File: src/rtl/hamming_link_ctrl.sv
// Two-channel round-robin sequencer for the Hamming(12,8) encode / inject / decode datapath.
// One transaction at a time: grant + encode strobe, wait out decode latency, capture, done pulse.
module hamming_link_ctrl #(
  parameter int unsigned DEC_LAT = 2,
  parameter int unsigned POS_MAX = 11
) (
  input  logic       clk,
  input  logic       reset,
  input  logic       req0,
  input  logic       req1,
  input  logic [7:0] msg0,
  input  logic [7:0] msg1,
  input  logic       inj0,
  input  logic       inj1,
  output logic       gnt0,
  output logic       gnt1,
  output logic [7:0] enc_data,
  output logic       enc_strobe,
  output logic       inj_en,
  output logic [3:0] inj_pos,
  input  logic [7:0] dec_data,
  input  logic [3:0] dec_syndrome,
  output logic       done0,
  output logic       done1,
  output logic [7:0] rslt0,
  output logic [7:0] rslt1,
  output logic [3:0] synd0,
  output logic [3:0] synd1,
  output logic       err0,
  output logic       err1,
  output logic       busy
);

  localparam logic [3:0] LAT     = 4'(DEC_LAT);
  localparam logic [3:0] PMAX    = 4'(POS_MAX);
  localparam logic [4:0] ERR_THR = 5'(POS_MAX + 1);

  typedef enum logic [1:0] {
    ST_IDLE = 2'd0,
    ST_ENC  = 2'd1,
    ST_WAIT = 2'd2,
    ST_CAPT = 2'd3
  } state_t;

  state_t      state_reg;
  state_t      state_next;
  logic        ch_reg;
  logic        last_reg;
  logic [7:0]  msg_reg;
  logic        inj_reg;
  logic [3:0]  wait_reg;
  logic [3:0]  pos_reg;
  logic        win_ch;
  logic        start;
  logic        capture;

  logic [7:0]  rslt_reg [2];
  logic [3:0]  synd_reg [2];
  logic        err_reg  [2];

  // On a tie the channel not granted last wins; otherwise the sole requester.
  assign win_ch  = (req0 && req1) ? ~last_reg : req1;
  assign start   = (state_reg == ST_IDLE) && (req0 || req1);
  assign capture = (state_reg == ST_WAIT) && (wait_reg == 4'd1);

  always_ff @(posedge clk or negedge reset) begin
    if (!reset) begin
      state_reg <= ST_IDLE;
    end else begin
      state_reg <= state_next;
    end
  end

  always_comb begin
    state_next = state_reg;
    unique case (state_reg)
      ST_IDLE: if (req0 || req1) state_next = ST_ENC;
      ST_ENC:  state_next = ST_WAIT;
      ST_WAIT: if (wait_reg == 4'd1) state_next = ST_CAPT;
      ST_CAPT: state_next = ST_IDLE;
      default: state_next = ST_IDLE;
    endcase
  end

  always_comb begin
    gnt0       = 1'b0;
    gnt1       = 1'b0;
    enc_strobe = 1'b0;
    enc_data   = 8'd0;
    inj_en     = 1'b0;
    done0      = 1'b0;
    done1      = 1'b0;
    busy       = (state_reg != ST_IDLE);
    unique case (state_reg)
      ST_ENC: begin
        gnt0       = ~ch_reg;
        gnt1       = ch_reg;
        enc_strobe = 1'b1;
        enc_data   = msg_reg;
        inj_en     = inj_reg;
      end
      ST_CAPT: begin
        done0 = ~ch_reg;
        done1 = ch_reg;
      end
      default: ;
    endcase
  end

  assign inj_pos = pos_reg;

  // Transaction context: winner, message and injection request frozen at grant.
  always_ff @(posedge clk or negedge reset) begin
    if (!reset) begin
      ch_reg   <= 1'b0;
      last_reg <= 1'b1;
      msg_reg  <= 8'd0;
      inj_reg  <= 1'b0;
    end else if (start) begin
      ch_reg   <= win_ch;
      last_reg <= win_ch;
      msg_reg  <= win_ch ? msg1 : msg0;
      inj_reg  <= win_ch ? inj1 : inj0;
    end
  end

  always_ff @(posedge clk or negedge reset) begin
    if (!reset) begin
      wait_reg <= 4'd0;
    end else if (state_reg == ST_ENC) begin
      wait_reg <= LAT;
    end else if (state_reg == ST_WAIT) begin
      wait_reg <= wait_reg - 4'd1;
    end
  end

  // Injection position only moves after an encode that actually flipped a bit.
  always_ff @(posedge clk or negedge reset) begin
    if (!reset) begin
      pos_reg <= 4'd0;
    end else if ((state_reg == ST_ENC) && inj_reg) begin
      pos_reg <= (pos_reg >= PMAX) ? 4'd0 : pos_reg + 4'd1;
    end
  end

  genvar gi;
  generate
    for (gi = 0; gi < 2; gi++) begin : g_chan
      always_ff @(posedge clk or negedge reset) begin
        if (!reset) begin
          rslt_reg[gi] <= 8'd0;
          synd_reg[gi] <= 4'd0;
          err_reg[gi]  <= 1'b0;
        end else if (capture && (ch_reg == 1'(gi))) begin
          rslt_reg[gi] <= dec_data;
          synd_reg[gi] <= dec_syndrome;
          err_reg[gi]  <= ({1'b0, dec_syndrome} > ERR_THR);
        end
      end
    end
  endgenerate

  assign rslt0 = rslt_reg[0];
  assign rslt1 = rslt_reg[1];
  assign synd0 = synd_reg[0];
  assign synd1 = synd_reg[1];
  assign err0  = err_reg[0];
  assign err1  = err_reg[1];

endmodule

File: config.mk
export PLATFORM = sky130hd
export DESIGN_NAME = hamming_link_ctrl
export DESIGN_NICKNAME = d
export VERILOG_FILES = /design/src/rtl/hamming_link_ctrl.sv
export SDC_FILE = /design/constraint.sdc
export NUM_CORES = 1
export LEC_CHECK = 0
export CORE_ASPECT_RATIO = 0.9
export CORE_MARGIN = 2
export CORE_UTILIZATION = 44
export CTS_CLUSTER_DIAMETER = 30
export DETAILED_ROUTE_END_ITERATION = 10
export GPL_ROUTABILITY_DRIVEN = 0
export PLACE_DENSITY = 0.91
export REMOVE_ABC_BUFFERS = 1
export SLEW_MARGIN = 20
export SYNTH_ARGS = -nofsm -noshare
export SYNTH_HDL_FRONTEND = slang
export SYNTH_SLANG_ARGS = --single-unit
export TNS_END_PERCENT = 5
File: constraint.sdc
create_clock -name clk -period 2.3 [get_ports clk]
set_input_delay 0.69 -clock clk [delete_from_list [all_inputs] [get_ports clk]]
set_output_delay 0.69 -clock clk [all_outputs]
set_load 0.005 [all_outputs]
==> summary.md, run 1 <==
| Metric | Value |
|---|---|
| Status | `completed` |
| Sequential share of power | `0.396` |
| Num CTS Buffers | `5` |
| Lkg Pwr | `0.00150 uW` |
| Dpl cell area | `0.00303 mm2` |
| WL/cell | `14.3 um` |
| Worst Setup Path Type | `flop to primary output` |
| Hold WC Path Type | `primary input to asynchronous set/reset pin` |
| First-pass DRT Iterations | `4` |
| Core area | `0.00477 mm2` |
| CTS root buf | `clkbuf_8` |
| Worst Path Arrival | `1.54 ns` |
| GR Util met1 | `0.224` |
| Antenna-violating nets left | `0` |
| PD cells | `1200 mW/mm2` |
| Area Growth Syn to Fin | `48.0%` |
| DR vias | `1,658` |
| Post-synth cell types | `32` |
| Area contributors post-synth | `dfrtp_1 (54%), mux2_2 (15%), ha_1 (4.7%)` |
| Register area share after synthesis | `0.550` |
| Clk pin slew, worst setup/hold paths | `0.09 ns` |
| Setup violators final | `0` |
| CTS hold repair buffers | `0` |
| Yosys reg bits | `47` |
| List of most frequent post-synthesis cells | `dfrtp_1 (46), mux2_2 (28), nand2_1 (15), o21ai_0 (15)` |
| Crit. End Element | `primary output` |
| Largest net degree at the start of global routing | `48` |
| Post-Route WL | `4720 um` |
| Period utilization | `0.969` |
| Mapped Area | `0.00214 mm2` |
| Number of flops mapped to enable cells by yosys | `0` |
| RSZ-0062 raised after global routing | `false` |
| Final clock skew | `0.00597 ns` |
| Mean Syn Cell Area | `12.3 um2` |
| Number of global-route vias before repair | `1,767` |
| Antenna violations before repair | `0` |
| GR peak layer | `met2` |
| Relative slew slack | `0.786` |
| CP most frequent cell | `buf_4` |
| CP peak stage delay | `0.41 ns` |
| Final Non-Filler Cells | `330` |
| Clk pwr share | `0.140` |
| Sw Pwr | `1210 uW` |
| Ys Warns | `0` |
| Fmax | `449 MHz` |
| Rows | `24` |
| Fin. max-slew vios | `0` |
| Most frequent cell after synthesis | `dfrtp_1` |
| H-tree levels | `2` |
| M3 GR Usage | `0.0349` |
| Final Util | `0.663` |
| IO Count | `79` |
| Internal | `2570 uW` |
| GR Overflow Total | `0` |
| # clock sinks | `47` |
| Worst Setup SP | `state_reg[1]$_DFFE_PN0P_` |
| Fin. Hold Viols | `0` |
| Layout cell share with drive strength beyond 1 | `0.215` |
| Combinational share of power | `0.464` |
| Layout Nets | `306` |
| CP max stage cell | `dfrtp_1` |
| R2r startpoint | `wait_reg[1]$_DFFE_PN0P_` |
| Diodes inserted | `0` |
| Die Wd | `77.5 um` |
| Design area | `0.00317 mm2` |
| Met2 usage | `0.329` |
| Worst setup SP type | `flop` |
| Die Y | `70.2 um` |
| Worst skew pair latency | `0.30 ns` |
| Ys async rst share | `1.00` |
| Initial Util | `0.448` |
| Die area | `0.00544 mm2` |
| Maximum vdd drop | `0.000651 V` |
| Max-cap viol count | `0` |
| Worst-Margin Slew | `0.321 ns` |
| Placed Cells | `319` |
| All-layer global routing usage | `0.183` |
| CP Data Required Time | `1.61 ns` |
| Crit path cell chain | `buf_4, buf_4, ha_2, nor2b_1, dlygate4sd2_1` |
| Vias/cell | `5.02` |
| Critical path peak fanout | `3` |
| Yosys top cell by area | `dfrtp_1` |
| Post-synthesis instance total | `174` |
| Period minus WS final | `2.23 ns` |
| Dominant synthesized flop cell | `dfrtp_1` |
| Port bufs | `78` |
| Fin worst setup slack | `0.0719 ns` |
| Dpl hpwl | `3460 um` |
| DRC viols | `0` |
| TritonCTS clock tree | `done` |
| First-pass GRT wire length | `7980 um` |
| Clock Tree Buf Depth | `2` |
| Worst slack, placed | `0.108 ns` |
| Switch share | `0.321` |
| Area share of the leading cell type in the synthesized netlist | `0.538` |
| 1st-iter DRT viols | `42` |
-- cells in the final DEF, fill, tap and decap left out, types with 2 or more instances in the layout --
cell type	netlist	final
clkdlybuf4s50_1	0	62
nor2_1	6	6
ha_2	0	2
dlymetal6s2s_1	0	2
a21oi_1	2	2
clkbuf_8	0	6
inv_1	8	7
dfrtp_1	46	45
dlygate4sd2_1	0	13
and2_1	10	10
o21ai_0	15	15
mux2_2	28	28
mux2i_1	10	10
ha_1	8	5
a31oi_1	2	2
nor3b_1	2	2
buf_4	0	8
nand2_1	15	15
-- power by group through the flow --
stage                     sequential [uW]  clock [uW]  combinational, uW
after global routing                 1560         575               1940
after global placement               1490           0               1680
final                                1500         530               1760
after detailed placement             1510           0               1750
after floorplan                      1470           0                785
after CTS                            1500         540               1770
-- kinds of logic (layout without fill, tap and decap cells) --
group	Yosys count	in the layout	synth area share
multiplexers	38	38	0.194
AND/OR/NAND/NOR	41	41	0.105
adder cells (fa/ha/maj)	8	8	0.0468
AO/OA/AOI/OAI	27	27	0.0760
flip-flops	47	47	0.550
buffers and inverters	13	104	0.0275
-- critical path, delay by kind of cell (launching register included) --
kind | cells | cell delay, ns
buffers and inverters | 3 | 0.53
flip-flops | 1 | 0.41
adder cells (fa/ha/maj) | 1 | 0.17
AND/OR/NAND/NOR | 1 | 0.12
-- layout make-up --
| type | instances | area (um2) |
|---|---|---|
| Fill cell | 377 | 1610 |
| Sequential cell | 47 | 1180 |
| Multi-Input combinational cell | 114 | 921 |
| Timing Repair Buffer | 88 | 856 |
| Clock buffer | 6 | 82.6 |
| Tap cell | 65 | 81.3 |
| Inverter | 8 | 30.0 |
| Clock inverter | 2 | 16.3 |
-- routing by layer --
layer	vias to the layer above	part of all wire
li1	786	-
met1	819	0.42
met2	48	0.53
met3	5	0.045
met4	0	0.012
met5	-	0
-- per-stage QoR --
stage          TNS (ns)  total power, uW  hold WS (ns)
2_1_floorplan         0             2260         0.394
3_3_place_gp          0             3170         0.465
3_5_place_dp          0             3260         0.468
4_1_cts         -0.0660             3810         0.365
5_1_grt               0             4070         0.369
6_report              0             3780         0.354
-- repair_timing --
action / in CTS / in global routing
resized for setup: 18 / 4
endpoints found under the setup margin: 13 / 2
setup buffers: 2 / 1
-- worst paths after layout --
check / end / slack [ns] / cells past startpoint
max: done0 / 0.07 / 5
min: msg_reg[7]$_DFFE_PN0P_ / 0.35 / 2
max reg2reg: rslt0[5]$_DFFE_PN0P_ / 0.36 / 6
min reg2reg: msg_reg[3]$_DFFE_PN0P_ / 0.48 / 2
max in group asynchronous: last_reg$_DFFE_PN1P_ / 1.67 / 2
min in group clk: msg_reg[3]$_DFFE_PN0P_ / 0.48 / 2
Note: power is estimated with default switching activity, not from simulation.
==> run 2, diff against run 1 <==
--- a/config.mk
+++ b/config.mk
@@ -11,7 +11,7 @@
 export CTS_CLUSTER_DIAMETER = 30
 export DETAILED_ROUTE_END_ITERATION = 10
 export GPL_ROUTABILITY_DRIVEN = 0
-export PLACE_DENSITY = 0.91
+export PLACE_DENSITY = 0.86
 export REMOVE_ABC_BUFFERS = 1
 export SLEW_MARGIN = 20
 export SYNTH_ARGS = -nofsm -noshare
==> summary.md, run 2 (synthesis results as in run 1) <==
| Metric | Value |
|---|---|
| Worst-Margin Slew | `0.589 ns` |
| Antenna-violating nets left | `0` |
| First-pass GRT wire length | `7600 um` |
| Lkg Pwr | `0.00150 uW` |
| Die area | `0.00544 mm2` |
| Total chip power | `3900 uW` |
| Rows | `24` |
| CP Data Required Time | `1.61 ns` |
| Initial Util | `0.448` |
| WL/cell | `13.9 um` |
| CP peak stage delay | `0.49 ns` |
| Period utilization | `0.970` |
| CTS hold repair buffers | `0` |
| RSZ-0062 raised after global routing | `false` |
| Die Wd | `77.5 um` |
| R2R depth | `6` |
| Commonest non-fill, non-tap cell in the layout | `clkdlybuf4s50_1` |
| Most frequent cells in the layout | `clkdlybuf4s50_1 (63), dfrtp_1 (45), mux2_2 (28), nand2_1 (15), o21ai_0 (15)` |
| TritonCTS clock tree | `done` |
| All-layer global routing usage | `0.178` |
| Status | `completed` |
| Relative slew slack | `0.607` |
| Crit. path cell count | `4` |
| GR Overflow Total | `0` |
| Final Non-Filler Cells | `330` |
| Placed Cells | `319` |
| CP Buf/Inv Count | `3` |
| Worst skew pair latency | `0.30 ns` |
| CP max stage cell | `clkdlybuf4s50_1` |
| Layout Nets | `306` |
| Max-cap viol count | `0` |
| Fin. max-slew vios | `0` |
| Dpl cell area | `0.00302 mm2` |
| Final clock skew | `0.00719 ns` |
| Crit. End Element | `primary output` |
| Area Growth Syn to Fin | `48.6%` |
| # clock sinks | `47` |
| CTS root buf | `clkbuf_8` |
| DRC viols | `0` |
| Design area | `0.00318 mm2` |
| Setup violators final | `0` |
| Clk pin slew, worst setup/hold paths | `0.09 ns` |
| Critical path peak fanout | `6` |
| Num CTS Buffers | `5` |
| Port bufs | `78` |
| Crit path cell chain | `inv_2, ha_4, buf_6, clkdlybuf4s50_1` |
| Clock Tree Buf Depth | `2` |
| PD cells | `1230 mW/mm2` |
| DR vias | `1,615` |
| Layout cell share with drive strength beyond 1 | `0.211` |
| Fmax | `448 MHz` |
| Diodes inserted | `0` |
| Dpl hpwl | `3300 um` |
| Antenna violations before repair | `0` |
| Worst Setup Path Type | `flop to primary output` |
| Core area | `0.00477 mm2` |
| Worst setup SP type | `flop` |
| Hold WC Path Type | `primary input to asynchronous set/reset pin` |
| IO Count | `79` |
| Period minus WS final | `2.23 ns` |
| Maximum vdd drop | `0.000578 V` |
| Number of global-route vias before repair | `1,661` |
| Post-Route WL | `4580 um` |
| Vias/cell | `4.89` |
| H-tree levels | `2` |
| Crit-path leading delay family | `buffers and inverters` |
| Fin. Hold Viols | `0` |
| Die Y | `70.2 um` |
| Worst Path Arrival | `1.54 ns` |
| Sum of negative setup slack | `0 ns` |
| 1st-iter DRT viols | `61` |
| First-pass DRT Iterations | `4` |
| Largest net degree at the start of global routing | `48` |
| Final Util | `0.666` |
-- run 2: cell types whose count changed in the layout (fill, tap and decap cells not counted) --
cell	before	now
ha_1	5	6
dlymetal6s2s_1	2	1
clkdlybuf4s50_1	62	63
clkinv_2	0	1
bufinv_16	0	1
clkinvlp_4	1	0
clkinv_4	1	0
ha_2	2	1
-- run 2: layout make-up --
type	count	area, um2
Fill cell	377	1600
Sequential cell	47	1180
Multi-Input combinational cell	114	918
Timing Repair Buffer	88	853
Clock buffer	6	82.6
Tap cell	65	81.3
Clock inverter	2	35.0
Inverter	8	30.0
-- run 2: power breakdown --
part	switching [uW]	internal, uW	total (uW)
clock network	272	352	624
registers	261	1230	1490
logic	666	1110	1780
-- run 2: worst paths after layout --
check | startpoint | to | slack, ns
worst max-delay path | state_reg[1]$_DFFE_PN0P_ | enc_strobe | 0.07
worst min-delay path | reset | wait_reg[1]$_DFFE_PN0P_ | 0.47
worst max register to register | wait_reg[1]$_DFFE_PN0P_ | rslt0[6]$_DFFE_PN0P_ | 0.36
worst min register to register | msg_reg[1]$_DFFE_PN0P_ | msg_reg[1]$_DFFE_PN0P_ | 0.48
max in group asynchronous | reset | state_reg[0]$_DFFE_PN0P_ | 1.40
min in group clk | msg_reg[1]$_DFFE_PN0P_ | msg_reg[1]$_DFFE_PN0P_ | 0.48
-- run 2: timing repair --
action                     CTS  global route
gates resized for setup     19             2
setup endpoints to repair   13             1
setup buffers                3             0
-- run 2: layer usage --
metal | vias up | share of wire | GRT usage
li1 | 785 | - | -
met1 | 771 | 0.42 | 0.215
met2 | 48 | 0.51 | 0.304
met3 | 11 | 0.044 | 0.0362
met4 | 0 | 0.025 | 0.0853
met5 | - | 0 | 0
-- run 2: worst reg2reg max path: cells and delay by family (launching register included) --
kind | cells | cell delay [ns]
fa+ha+maj | 1 | 0.17
buf+inv | 2 | 0.33
flops | 1 | 0.40
mux | 1 | 0.36
simple gates | 2 | 0.56
-- run 2: metrics by stage --
step / hold WS, ns / worst slack, ns
floorplan: 0.394 / 0.375
global placement: 0.463 / 0.0457
detailed placement: 0.469 / 0.0395
CTS: 0.488 / -0.0416
global route: 0.513 / 0.00761
finish: 0.467 / 0.0684
